### src/rtl/sobel_pkg.sv
// -----------------------------------------------------------------------------
// sobel_pkg
// Shared definitions for the Sobel frame-memory driver:
//   - default image geometry and pixel width
//   - window width (nine pixels of a 3x3 neighbourhood)
//   - frame transaction counts (pixels written, windows read)
//   - the driver state enumeration
//   - helper for sizing the transaction counters
// -----------------------------------------------------------------------------
package sobel_pkg;

  localparam int IMG_W_DEF = 640;
  localparam int IMG_H_DEF = 480;
  localparam int PIX_W_DEF = 8;

  localparam int WIN_W = 9 * PIX_W_DEF;

  localparam int FRAME_PIX = IMG_W_DEF * IMG_H_DEF;
  localparam int FRAME_WIN = (IMG_W_DEF - 2) * (IMG_H_DEF - 2);

  typedef enum logic [2:0] {
    ST_IDLE,
    ST_WR_REQ,
    ST_WR_STB,
    ST_RD_SETUP,
    ST_RD_STB,
    ST_RD_CAP,
    ST_RD_OUT,
    ST_DONE
  } drv_state_t;

  // Both counters share one width, big enough to hold a full pixel count.
  function automatic int cntWidth(input int w, input int h);
    return $clog2(w * h + 1);
  endfunction

endpackage

### src/rtl/sobel_drv_cnt.sv
// -----------------------------------------------------------------------------
// sobel_drv_cnt
// Terminal-count transaction counter. Counts increments since the last clear
// and flags when the next increment is the final one of the frame.
// Ports:
//   i_clk    clock, rising edge
//   i_reset  asynchronous reset, active-low
//   i_clear  synchronous clear to zero (frame start)
//   i_inc    count one transaction
//   o_last   current count equals TERMINAL-1, so this increment completes it
// -----------------------------------------------------------------------------
module sobel_drv_cnt #(
  parameter int WIDTH    = 19,
  parameter int TERMINAL = 307200
) (
  input  logic i_clk,
  input  logic i_reset,
  input  logic i_clear,
  input  logic i_inc,
  output logic o_last
);

  logic [WIDTH-1:0] r_count;

  always_ff @(posedge i_clk or negedge i_reset) begin
    if (!i_reset) begin
      r_count <= '0;
    end else if (i_clear) begin
      r_count <= '0;
    end else if (i_inc) begin
      r_count <= r_count + 1'b1;
    end
  end

  // Compare against TERMINAL-1 so the FSM can branch in the same cycle it
  // issues the final increment.
  assign o_last = (r_count == WIDTH'(TERMINAL - 1));

endmodule

### src/rtl/sobel_mem_driver.sv
// -----------------------------------------------------------------------------
// sobel_mem_driver
// Sole master of the Sobel frame-memory byte bus. Writes one raster frame
// into memory, then reads back every valid 3x3 window and hands each one to
// the Sobel kernel over a valid/ready interface. The memory tracks its own
// row/column pointers, so the driver only counts transactions.
// Ports:
//   i_clk, i_reset       clock (rising edge), async active-low reset
//   i_start              one-cycle frame start, honoured in IDLE or DONE only
//   i_pix_in_*           raster pixel stream in (valid/ready)
//   o_bus_wdata          memory write data
//   i_bus_rdata          3x3 window returned by the memory
//   o_bus_strobe_n       transaction strobe, active-low, one cycle wide
//   o_bus_rw             1 = read, 0 = write; only changes with strobe high
//   o_win_data/_valid    captured window out, column-major, top-left in MSBs
//   i_win_ready          downstream accepts window
//   o_busy, o_done       frame in progress / frame complete (held till start)
// Optional macro SOBEL_DRV_COORD_EN adds o_win_row / o_win_col, the top-left
// coordinate of the window currently on o_win_data.
// -----------------------------------------------------------------------------
module sobel_mem_driver
  import sobel_pkg::*;
#(
  parameter int IMG_W = IMG_W_DEF,
  parameter int IMG_H = IMG_H_DEF,
  parameter int PIX_W = PIX_W_DEF
) (
  input  logic                     i_clk,
  input  logic                     i_reset,
  input  logic                     i_start,
  input  logic [PIX_W-1:0]         i_pix_in_data,
  input  logic                     i_pix_in_valid,
  output logic                     o_pix_in_ready,
  output logic [PIX_W-1:0]         o_bus_wdata,
  input  logic [9*PIX_W-1:0]       i_bus_rdata,
  output logic                     o_bus_strobe_n,
  output logic                     o_bus_rw,
  output logic [9*PIX_W-1:0]       o_win_data,
  output logic                     o_win_valid,
  input  logic                     i_win_ready,
`ifdef SOBEL_DRV_COORD_EN
  output logic [$clog2(IMG_H)-1:0] o_win_row,
  output logic [$clog2(IMG_W)-1:0] o_win_col,
`endif
  output logic                     o_busy,
  output logic                     o_done
);

  localparam int CNT_W   = cntWidth(IMG_W, IMG_H);
  localparam int N_PIX   = IMG_W * IMG_H;
  localparam int N_WIN   = (IMG_W - 2) * (IMG_H - 2);

  drv_state_t         r_state;
  drv_state_t         w_nextState;
  logic [PIX_W-1:0]   r_wdata;
  logic [9*PIX_W-1:0] r_winData;

  logic w_clear;
  logic w_wrInc;
  logic w_rdInc;
  logic w_loadPix;
  logic w_capture;
  logic w_wrLast;
  logic w_rdLast;

  logic w_ready;
  logic w_strobeN;
  logic w_rw;
  logic w_valid;
  logic w_busy;
  logic w_done;

  sobel_drv_cnt #(
    .WIDTH    (CNT_W),
    .TERMINAL (N_PIX)
  ) u_wrCnt (
    .i_clk   (i_clk),
    .i_reset (i_reset),
    .i_clear (w_clear),
    .i_inc   (w_wrInc),
    .o_last  (w_wrLast)
  );

  sobel_drv_cnt #(
    .WIDTH    (CNT_W),
    .TERMINAL (N_WIN)
  ) u_rdCnt (
    .i_clk   (i_clk),
    .i_reset (i_reset),
    .i_clear (w_clear),
    .i_inc   (w_rdInc),
    .o_last  (w_rdLast)
  );

  always_ff @(posedge i_clk or negedge i_reset) begin
    if (!i_reset) begin
      r_state <= ST_IDLE;
    end else begin
      r_state <= w_nextState;
    end
  end

  // Bus outputs are decoded purely from the state register, so strobe and
  // rw move on clock edges only. rw is raised on entry to RD_SETUP, a
  // strobe-high state, and dropped on entry to DONE, also strobe-high.
  always_comb begin
    w_nextState = r_state;
    w_clear     = 1'b0;
    w_wrInc     = 1'b0;
    w_rdInc     = 1'b0;
    w_loadPix   = 1'b0;
    w_capture   = 1'b0;
    w_ready     = 1'b0;
    w_strobeN   = 1'b1;
    w_rw        = 1'b0;
    w_valid     = 1'b0;
    w_busy      = 1'b1;
    w_done      = 1'b0;
    case (r_state)
      ST_IDLE: begin
        w_busy = 1'b0;
        if (i_start) begin
          w_clear     = 1'b1;
          w_nextState = ST_WR_REQ;
        end
      end
      ST_WR_REQ: begin
        w_ready = 1'b1;
        if (i_pix_in_valid) begin
          w_loadPix   = 1'b1;
          w_nextState = ST_WR_STB;
        end
      end
      ST_WR_STB: begin
        w_strobeN   = 1'b0;
        w_wrInc     = 1'b1;
        w_nextState = w_wrLast ? ST_RD_SETUP : ST_WR_REQ;
      end
      ST_RD_SETUP: begin
        w_rw        = 1'b1;
        w_nextState = ST_RD_STB;
      end
      ST_RD_STB: begin
        w_strobeN   = 1'b0;
        w_rw        = 1'b1;
        w_nextState = ST_RD_CAP;
      end
      ST_RD_CAP: begin
        w_rw        = 1'b1;
        w_capture   = 1'b1;
        w_nextState = ST_RD_OUT;
      end
      ST_RD_OUT: begin
        w_rw    = 1'b1;
        w_valid = 1'b1;
        if (i_win_ready) begin
          w_rdInc     = 1'b1;
          w_nextState = w_rdLast ? ST_DONE : ST_RD_STB;
        end
      end
      ST_DONE: begin
        w_busy = 1'b0;
        w_done = 1'b1;
        if (i_start) begin
          w_clear     = 1'b1;
          w_nextState = ST_WR_REQ;
        end
      end
      default: begin
        w_nextState = ST_IDLE;
      end
    endcase
  end

  // Write data is held from acceptance through the following strobe cycle;
  // the window is held from RD_CAP until the next capture.
  always_ff @(posedge i_clk or negedge i_reset) begin
    if (!i_reset) begin
      r_wdata   <= '0;
      r_winData <= '0;
    end else begin
      if (w_loadPix) begin
        r_wdata <= i_pix_in_data;
      end
      if (w_capture) begin
        r_winData <= i_bus_rdata;
      end
    end
  end

`ifdef SOBEL_DRV_COORD_EN
  localparam int ROW_W = $clog2(IMG_H);
  localparam int COL_W = $clog2(IMG_W);

  logic [ROW_W-1:0] r_row;
  logic [COL_W-1:0] r_col;

  // Coordinates follow the memory's window order: column first, wrapping to
  // the next row after the last valid column IMG_W-3.
  always_ff @(posedge i_clk or negedge i_reset) begin
    if (!i_reset) begin
      r_row <= '0;
      r_col <= '0;
    end else if (w_clear) begin
      r_row <= '0;
      r_col <= '0;
    end else if (w_rdInc) begin
      if (r_col == COL_W'(IMG_W - 3)) begin
        r_col <= '0;
        r_row <= r_row + 1'b1;
      end else begin
        r_col <= r_col + 1'b1;
      end
    end
  end

  assign o_win_row = r_row;
  assign o_win_col = r_col;
`endif

  assign o_pix_in_ready = w_ready;
  assign o_bus_wdata    = r_wdata;
  assign o_bus_strobe_n = w_strobeN;
  assign o_bus_rw       = w_rw;
  assign o_win_data     = r_winData;
  assign o_win_valid    = w_valid;
  assign o_busy         = w_busy;
  assign o_done         = w_done;

endmodule

### config.mk
export PLATFORM = sky130hd
export DESIGN_NAME = sobel_mem_driver
export DESIGN_NICKNAME = d
export VERILOG_FILES = /design/src/rtl/sobel_pkg.sv /design/src/rtl/sobel_drv_cnt.sv /design/src/rtl/sobel_mem_driver.sv
export SDC_FILE = /design/constraint.sdc
export NUM_CORES = 1
export LEC_CHECK = 0
export ABC_AREA = 1
export BUFFER_PORTS_ARGS = -buffer_cell sky130_fd_sc_hd__buf_2
export CAP_MARGIN = 30
export CELL_PAD_IN_SITES_DETAIL_PLACEMENT = 0
export CELL_PAD_IN_SITES_GLOBAL_PLACEMENT = 1
export CORE_MARGIN = 2
export CORE_UTILIZATION = 42
export DETAILED_ROUTE_END_ITERATION = 7
export GPL_TIMING_DRIVEN = 0
export HOLD_SLACK_MARGIN = 0.15
export PLACE_DENSITY = 0.87
export SYNTH_ARGS = -nofsm -noshare
export SYNTH_HDL_FRONTEND = slang
export SYNTH_SLANG_ARGS = --single-unit
### constraint.sdc
create_clock -name i_clk -period 2.45 [get_ports i_clk]
set_input_delay 0.3675 -clock i_clk [delete_from_list [all_inputs] [get_ports i_clk]]
set_output_delay 0.3675 -clock i_clk [all_outputs]
set_load 0.03 [all_outputs]
# Yosys cells after proc, flatten, opt, wreduce, memory -nomap -nowiden
# Cells that the tools add are included.
[totals]
ff_bits = 121
elab_cells = 50
[classes]
n_addsub = 2
eq_ne = 12
muxes = 24
n_reduce_logical = 7
[ops]
columns = ["operator", "count"]
rows = [
  ["$mux W19", 4],
  ["$add A19 B1 Y19 const B", 2],
  ["$eq A19 B19 Y1 const B", 2],
  ["$pmux W3 S7", 1],
  ["$mux W1", 14],
  ["$eq A3 B3 Y1 const B", 4],
  ["$mux W3", 3],
  ["$eq A3 B2 Y1 const B", 2],
  ["$mux W2", 2],
  ["$ne A2 B2 Y1 const B", 2],
  ["$reduce_bool A2 Y1", 2],
  ["$reduce_or A2 Y1", 2],
  ["$reduce_or A4 Y1", 1],
  ["$eq A3 B1 Y1 const B", 1],
  ["$logic_not A3 Y1", 1],
  ["$reduce_and A3 Y1", 1],
  ["$ne A2 B1 Y1 const B", 1],
]

# Logic depth before layout (Yosys ltp)
# Gate-level depths: netlist of the first run.
[depth]
word_depth = 4
mapped_depth = 10

# By module
# A second synthesis of the first run with hierarchy kept.
[unflattened]
hier_cells = 718
hier_area_um2 = 5795.6
[modules_own_cells]
columns = ["mod", "n_inst", "cells_each", "area_each_um2", "seq_area_each_um2"]
rows = [
  ["sobel_mem_driver", 1, 402, 3533.4, 2077.0],
  ["sobel_drv_cnt (u_rdCnt)", 1, 161, 1131.1, 475.5],
  ["sobel_drv_cnt (u_wrCnt)", 1, 155, 1131.1, 475.5],
]

# Least setup slack after synthesis of the first run
# OpenSTA, ideal clock, no wires.
[synth_path]
kind = "register -> output"
from = "reg r_state[1]"
to = "out o_bus_rw"
arrival_ns = 1.266
required_time_ns = 2.082
slack_ns = 0.816
path_stages_with_launch = 7
n_path_buf = 1
cell_sequence = "dfrtp_1 buf_6 nand2_1 inv_1 nand2_1 inv_1 nor2_1"
[synth_via]
elab_chain_len = 3
word_cells_on_any_way = 6
classes_between = "4 x eq/ne; 1 x mux; 1 x reduce/logical"
[synth_lines]
columns = ["item", "line_no", "text"]
rows = [
  ["from (decl)", "sobel_mem_driver.sv:53", "drv_state_t r_state;"],
  ["from (signal assigned)", "sobel_mem_driver.sv:99", "r_state <= w_nextState;"],
  ["$eq A3 B3 Y1 / $eq A3 B2 Y1 (equally long branches)", "sobel_mem_driver.sv:119", "case (r_state)"],
  ["$reduce_or A4 Y1 (no line) (*)", "--", ""],
  ["$mux W1 (*)", "sobel_mem_driver.sv:119", ""],
  ["to (decl)", "sobel_mem_driver.sv:37", "output logic o_bus_rw,"],
]
# Every way passes the cells marked *; elsewhere a longest branch is shown, timed or not.

# Worst setup path after layout of the first run
[layout_path]
from = "reg r_state[0]"
to = "out o_bus_strobe_n"
[layout_via]
elab_chain_len = 3
word_cells_on_any_way = 4
classes_between = "2 x eq/ne; 1 x mux; 1 x reduce/logical"
[layout_lines]
columns = ["item", "line_no", "text"]
rows = [
  ["$eq A3 B3 Y1 / $eq A3 B2 Y1 (equally long branches)", "sobel_mem_driver.sv:119", ""],
  ["$reduce_or A2 Y1 (no line) (*)", "--", ""],
  ["$mux W1 (*)", "sobel_mem_driver.sv:119", ""],
  ["to (decl)", "sobel_mem_driver.sv:36", "output logic o_bus_strobe_n,"],
]
# Marks and branches as above.

==> impl_metrics.tcl, run 1 <==
set metrics [dict create \
    status "finished, final reports clean" \
    layout_setup_ws_ps 447 \
    syn_area_per_cell_um2 10.5 \
    start_kind "flip-flop" \
    wl_per_cell_um 15.0 \
    drive_gt1_share_pct 42.5 \
    wl_mm 13.5 \
    min_period_over_period_pct 81.7 \
    relSlewSlack_pct 67.9 \
    first_pass_iters 4 \
    antenna_found_initial 0 \
    clock_skew_ps 9.66 \
    drc_errors 0 \
    multi_input_area_mm2 0.00214 \
    ys.warnings.count 0 \
    cts_buffer_depth 2 \
    path_class "reg -> out" \
    path_cells "inv_2 -> nand2_1 -> nor2_2 -> nor2_1 -> buf_2" \
    leakage_nw 3.51 \
    dieHeight_um 118 \
    synth_edf_count 0 \
    grt_pass1_wl_mm 22.3 \
    cts_made_buffers 17 \
    synth_seq_cells 121 \
    hp-class "in -> reg" \
    grt_use_total_pct 20.1 \
    cpMaxStageDelayCell "dfrtp_1" \
    worstMarginPinSlew_ps 482 \
    rsz0062_at_grt "no" \
    netlist_area_mm2 0.00548 \
    synth-main-ff-cell "dfrtp_1" \
    core_mm2 0.0127 \
    power.density_mw_per_mm2 1370 \
    dieWidth_um 118 \
    cts_sinks 121 \
    n_fill_cell 1116 \
    worst-path-buf-inv 2 \
    final-seq-area_mm2 0.00303 \
    row_count 41 \
    clk_pin_slew_worst_paths_ps 60 \
    insertedDiodeCount 0 \
    grt_max_degree 100 \
    dp_cells 865 \
    end_kind "output port" \
    worst-endpoint-required_ps 2080 \
    post-cts-setup-buffer-count 0 \
    initial_core_util_pct 43.3 \
    vdd_drop_max_mv 1.03 \
    fin_cells 899 \
    yosysSeqAreaShare_pct 55.3 \
    ys_top_cells_by_area "dfrtp_1 (55%), mux2_2 (16%), nand2_1 (6.0%)" \
    nets 801 \
    cap_viol_max_count 0 \
    area_delta_synth_final_pct 30.7 \
    cp_max_fo 6 \
    clk_latency_ps 410 \
    port_buffers 170 \
    arrival_ps 1640 \
    drv_slew 0 \
    drtAntennaViolNets 0 \
    grt-ovfl-total 0 \
    synth_top_area_share_pct 55.3 \
    fin_crit_ps 2000 \
    htreeDepth 4 \
    via_per_inst 4.84 \
    hold_viol 0 \
    whs_ps 173 \
    pin_count 171 \
    synth.distinct_cells 29 \
    setup_viol 0 \
    routabilityCongestion 0.808 \
    max_stage_delay_ps 410 \
    cts_root_buffer "clkbuf_16" \
    drt_iter0_drc 205 \
    syn-num-nets 609 \
    dp_hpwl_mm 9.88 \
    dieArea_mm2 0.0140 \
    grt_pass1_vias 4552 \
    synth.largest_area_cell "dfrtp_1" \
    cp_top_family "simple AND/OR/NAND/NOR gates" \
    async_flop_share_pct 100 \
    synthCells 522 \
    via_count 4353 \
    post-place-ws_ps 784 \
    ctsResizeCount 0 \
    max_freq_mhz 499 \
    cts_tree "done" \
]
==> cells by family (layout without fill, tap and decap cells) <==
group           Yosys count  count (layout)  share of synthesized area, %
mux                      80              80                          16.4
compound gates           43              43                          4.09
fa+ha+maj                 2               2                         0.457
flops                   121             121                          55.3
xor+xnor                  1               1                         0.160
buf+inv                  63             268                          5.73
simple gates            212             212                          17.9
==> layout make-up <==
cell class              instances  area share (%)
flip-flops and latches        121            42.3
plain buffers                  12            1.71
clock inverters                12            1.64
well taps                     172            3.00
clock buffers                  20            6.23
multi-input cells             338            29.8
repair buffers                173            12.6
inverters                      51            2.67
==> sequential cells by signal, indices dropped and copies added (netlist names) <==
name,count
o_win_data,72
o_bus_wdata,8
u_wrCnt.r_count,19
r_state,3
u_rdCnt.r_count,19
==> report_power, final <==
| part | leakage, nW | switching, mW | internal (mW) |
|---|---|---|---|
| Clock | 0.276 | 0.931 | 1.43 |
| Sequential | 1.50 | 0.380 | 2.74 |
| Combinational | 1.73 | 2.78 | 1.54 |
| Total | 3.51 | 4.10 | 5.72 |
==> worst register-to-register path, cell delays in order, from the launching register on <==
cell and delay (ps):
dfrtp_1 380, ha_1 260, inv_1 80, nor2_1 220, inv_1 80, nor2_2 240
nand2_1 110, o21ai_0 160, a21oi_1 60
==> layout by cell type, fill, tap and decap left out, types with 2 or more instances in the layout <==
cell type      Yosys  routed
a21oi_1           21      21
buf_2              2     171
buf_6             10      11
clkbuf_1           0       2
clkbuf_16          0      17
clkinv_2           0       2
clkinv_4           0       4
dfrtp_1          121     121
dlygate4sd3_1      0       2
ha_1               2       2
inv_1             47      47
inv_2              4       4
inv_6              0       4
mux2_1             4       4
mux2_2            76      76
nand2_1           87      87
nand2_4            3       3
nand3_1           25      25
nand3_4            2       2
nand4_1            9       9
nor2_1            63      63
nor2_2             6       6
nor2_4             3       3
nor3_1             8       8
nor3b_1            2       2
o21ai_0           17      17
o21bai_1           2       2
==> path summary, 6_finish.rpt <==
path	depth (start not counted)	to	slack, ps	startpoint
worst min-delay path	2	o_win_data[54]$_DFFE_PN0P_	170	i_bus_rdata[54]
min in group asynchronous	2	u_rdCnt.r_count[7]$_DFFE_PN0P_	380	i_reset
worst min register to register	1	o_bus_wdata[6]$_DFFE_PN0P_	500	o_bus_wdata[6]$_DFFE_PN0P_
worst max-delay path	5	o_bus_strobe_n	450	r_state[0]$_DFFE_PN0P_
max in group asynchronous	3	u_wrCnt.r_count[13]$_DFFE_PN0P_	1340	i_reset
worst max register to register	8	u_rdCnt.r_count[8]$_DFFE_PN0P_	760	u_rdCnt.r_count[0]$_DFFE_PN0P_
==> stage by stage <==
stage	power (mW)	instance area [µm²]	utilization (%)	setup TNS, ps
after detailed placement	7.49	6580	51.9	0
final	9.81	7160	56.5	0
after global routing	10.3	7160	56.5	0
after CTS	9.91	7160	56.5	0
after floorplan	6.17	5480	-	0
after global placement	7.35	6550	51.7	-52460
==> layer usage <==
layer,vias to the layer above,track usage (%),wire (µm)
met1,2095,22.9,5420
met3,17,7.53,1040
met2,128,34.8,6810
met4,0,6.48,180
met5,-,0,0
li1,2113,-,-
==> synthesized netlist by cell type, types with 4 or more instances <==
master / n
inv_2: 4
o21ai_0: 17
inv_1: 47
dfrtp_1: 121
mux2_1: 4
nor2_2: 6
nor2_1: 63
buf_6: 10
nand2_1: 87
nand3_1: 25
mux2_2: 76
nand4_1: 9
a21oi_1: 21
nor3_1: 8
==> repair_timing <==
item	CTS	global route
hold buffers	2	0
endpoints found under the hold margin	23	0
setup endpoints to repair	0	0
Power figures use the tool's default switching activity.
==> run 2, diff against run 1 <==
--- a/config.mk
+++ b/config.mk
@@ -5,17 +5,17 @@
 export SDC_FILE = /design/constraint.sdc
 export NUM_CORES = 1
 export LEC_CHECK = 0
-export ABC_AREA = 1
+export ABC_AREA = 0
 export BUFFER_PORTS_ARGS = -buffer_cell sky130_fd_sc_hd__buf_2
 export CAP_MARGIN = 30
 export CELL_PAD_IN_SITES_DETAIL_PLACEMENT = 0
 export CELL_PAD_IN_SITES_GLOBAL_PLACEMENT = 1
 export CORE_MARGIN = 2
-export CORE_UTILIZATION = 42
+export CORE_UTILIZATION = 39
 export DETAILED_ROUTE_END_ITERATION = 7
 export GPL_TIMING_DRIVEN = 0
 export HOLD_SLACK_MARGIN = 0.15
-export PLACE_DENSITY = 0.87
+export PLACE_DENSITY = 0.81
 export SYNTH_ARGS = -nofsm -noshare
 export SYNTH_HDL_FRONTEND = slang
 export SYNTH_SLANG_ARGS = --single-unit
==> constraint.sdc (replaced) <==
create_clock -name i_clk -period 2.1 [get_ports i_clk]
set_input_delay 0.315 -clock i_clk [delete_from_list [all_inputs] [get_ports i_clk]]
set_output_delay 0.315 -clock i_clk [all_outputs]
set_load 0.03 [all_outputs]
==> run 2 against run 1 <==
  * Wire length rose by 9.0%
  * Sequential power rose by 19%
  * Global-route usage rose by 0.83 points
  * Clock power rose by 35%
  * Cell area rose by 10%
  * First-iteration DRC count rose by 25%
  * Critical path type is now reg -> reg
  * Largest power group unchanged
==> impl_metrics.tcl, run 2 <==
set metrics [dict create \
    status "finished, final reports clean" \
    synth_seq_cells 121 \
    drive_gt1_share_pct 43.8 \
    wl_mm 14.7 \
    netlist_area_mm2 0.00528 \
    layout_common_cells "buf_2 (177), dfrtp_1 (120), mux2_2 (81), dlygate4sd3_1 (80), a21oi_1 (23)" \
    synth_edf_count 0 \
    drtAntennaViolNets 0 \
    ys.warnings.count 0 \
    area_delta_synth_final_pct 49.7 \
    async_flop_share_pct 100 \
    pin_count 171 \
    wl_per_cell_um 16.5 \
    nets 788 \
    layout_setup_ws_ps 37.8 \
    vdd_drop_max_mv 1.05 \
    dp_cells 777 \
    cts_root_buffer "clkbuf_16" \
    synth_top_area_share_pct 57.4 \
    drv_slew 0 \
    synthTopCellsByCount "dfrtp_1 (121), mux2_2 (81), a21oi_1 (24)" \
    synthCells 430 \
    clk_latency_ps 420 \
    ys_top_cells_by_area "dfrtp_1 (57%), mux2_2 (17%), a21oi_1 (2.3%)" \
    hp-class "in -> reg" \
    fin_crit_ps 2060 \
    n_fill_cell 1044 \
    fin_cells 890 \
    leakage_nw 3.59 \
    end_kind "flip-flop" \
    arrival_ps 2410 \
    dieWidth_um 120 \
    setup_viol 0 \
    insertedDiodeCount 0 \
    hold_viol 0 \
    ff2ff_path_depth 5 \
    core_mm2 0.0132 \
    yosysMostFrequentCell "dfrtp_1" \
    dieArea_mm2 0.0145 \
    relSlewSlack_pct 67.1 \
    via_per_inst 5.05 \
    routabilityCongestion 0.788 \
    antenna_found_initial 0 \
    synth.distinct_cells 43 \
    grt_pass1_wl_mm 23.4 \
    grt_max_degree 101 \
    cts_sinks 121 \
    row_count 42 \
    hold_path_depth 2 \
    initial_core_util_pct 39.8 \
    yosysSeqAreaShare_pct 57.4 \
    clock_skew_ps 6.65 \
    synth.largest_area_cell "dfrtp_1" \
    syn_area_per_cell_um2 12.3 \
    cts_buffer_depth 2 \
    total_power_mw 12.1 \
    largest_reg_flops 72 \
    min_period_over_period_pct 98.2 \
    port_buffers 170 \
    start_kind "flip-flop" \
    grt_pass1_vias 4651 \
    power.density_mw_per_mm2 1530 \
    cp_max_fo 9 \
    drc_errors 0 \
    synth-main-ff-cell "dfrtp_1" \
    dp_hpwl_mm 9.26 \
    grt-ovfl-total 0 \
    clk_pin_slew_worst_paths_ps 60 \
    first_pass_iters 4 \
    cap_viol_max_count 0 \
    grt_use_total_pct 20.9 \
    reg2reg_slack_ps 40 \
    worst-endpoint-required_ps 2440 \
    worstMarginPinSlew_ps 493 \
    cts_made_buffers 17 \
    path_class "reg -> reg" \
    layout_commonest_cell "buf_2" \
    syn-num-nets 517 \
    cts_tree "done" \
    rsz0062_at_grt "yes" \
    htreeDepth 4 \
    drt_iter0_drc 257 \
    post-place-ws_ps -101 \
    max_freq_mhz 485 \
    dieHeight_um 120 \
    via_count 4492 \
]
-- run 2: cell count changes in the layout (fill, tap and decap cells not counted), moves of 8 or more --
cell,change
dlygate4sd3_1,+78
nand2_1,-67
inv_1,-42
nor2_1,-41
nand3_1,-14
or3_1,+12
buf_6,-10
xnor2_1,+10
xor2_1,+8
-- run 2: kinds of logic (layout without fill, tap and decap cells) --
family | after synthesis | after routing | share of synthesized area, %
mux | 81 | 81 | 17.3
compound gates | 56 | 56 | 6.21
buf+inv | 25 | 309 | 2.04
simple gates | 126 | 126 | 13.4
flops | 121 | 121 | 57.4
xor+xnor | 19 | 19 | 3.15
fa+ha+maj | 2 | 2 | 0.474
-- run 2: worst paths after layout --
| kind | from | end |
|---|---|---|
| min in group asynchronous | i_reset | o_win_data[57]$_DFFE_PN0P_ |
| min | i_bus_rdata[70] | o_win_data[70]$_DFFE_PN0P_ |
| min reg2reg | o_win_data[41]$_DFFE_PN0P_ | o_win_data[41]$_DFFE_PN0P_ |
| max | r_state[2]$_DFFE_PN0P_ | u_wrCnt.r_count[18]$_DFFE_PN0P_ |
| max reg2reg | r_state[2]$_DFFE_PN0P_ | u_wrCnt.r_count[18]$_DFFE_PN0P_ |
| max in group asynchronous | i_reset | u_rdCnt.r_count[0]$_DFFE_PN0P_ |
-- run 2: layer usage --
layer	routed length [µm]	share of wire (%)	vias to the layer above	GRT usage, %
met1	5900	40	2183	24.0
met4	601	4.1	0	10.5
met2	7550	51	151	36.2
met3	616	4.2	45	5.28
li1	-	-	2113	-
met5	0	0	-	0
-- run 2: layout make-up --
type                       instances  area [µm²]  area share [%]
clock inverter                    12         196            2.49
clock buffer                      20         457            5.78
tap                              176         220            2.79
multi-input combinational        284        2180            27.6
buffer                            19        98.8            1.25
sequential                       121        3030            38.4
timing repair buffer             253        1700            21.5
inverter                           5        18.8           0.238
-- run 2: critical path, cell delays in order, from the launching register on --
cell and delay, ps:
dfrtp_1 360, buf_2 160, or3b_4 440, or3_4 410, or4_4 480, a21oi_2 140
-- run 2: power breakdown --
part           internal (mW)  switching (mW)  total, mW  leakage (nW)
Sequential              3.22           0.479       3.70          1.50
Combinational           1.94            3.29       5.22          1.78
Clock                   2.16            1.04       3.20         0.312
-- run 2: what timing repair did --
item / 4_1_cts / 5_1_grt
hold buffers: 80 / 0
cloned: 0 / 0
hold endpoints to repair: 200 / 0
setup buffers: 1 / 1
endpoints found under the setup margin: 74 / 34
gates resized for setup: 5 / 18
pin swaps: 0 / 1
-- run 2: metrics by stage --
step / hold slack (ps) / area, µm² / setup TNS, ps / util (%)
finish: 202 / 7900 / 0 / 59.6
global route: 181 / 7900 / -29.4 / 59.6
CTS: 158 / 7860 / 0 / 59.3
detailed placement: 173 / 6380 / -5500 / 48.2
global placement: 477 / 6350 / -88300 / 47.9
floorplan: 19.4 / 5280 / 0 / -
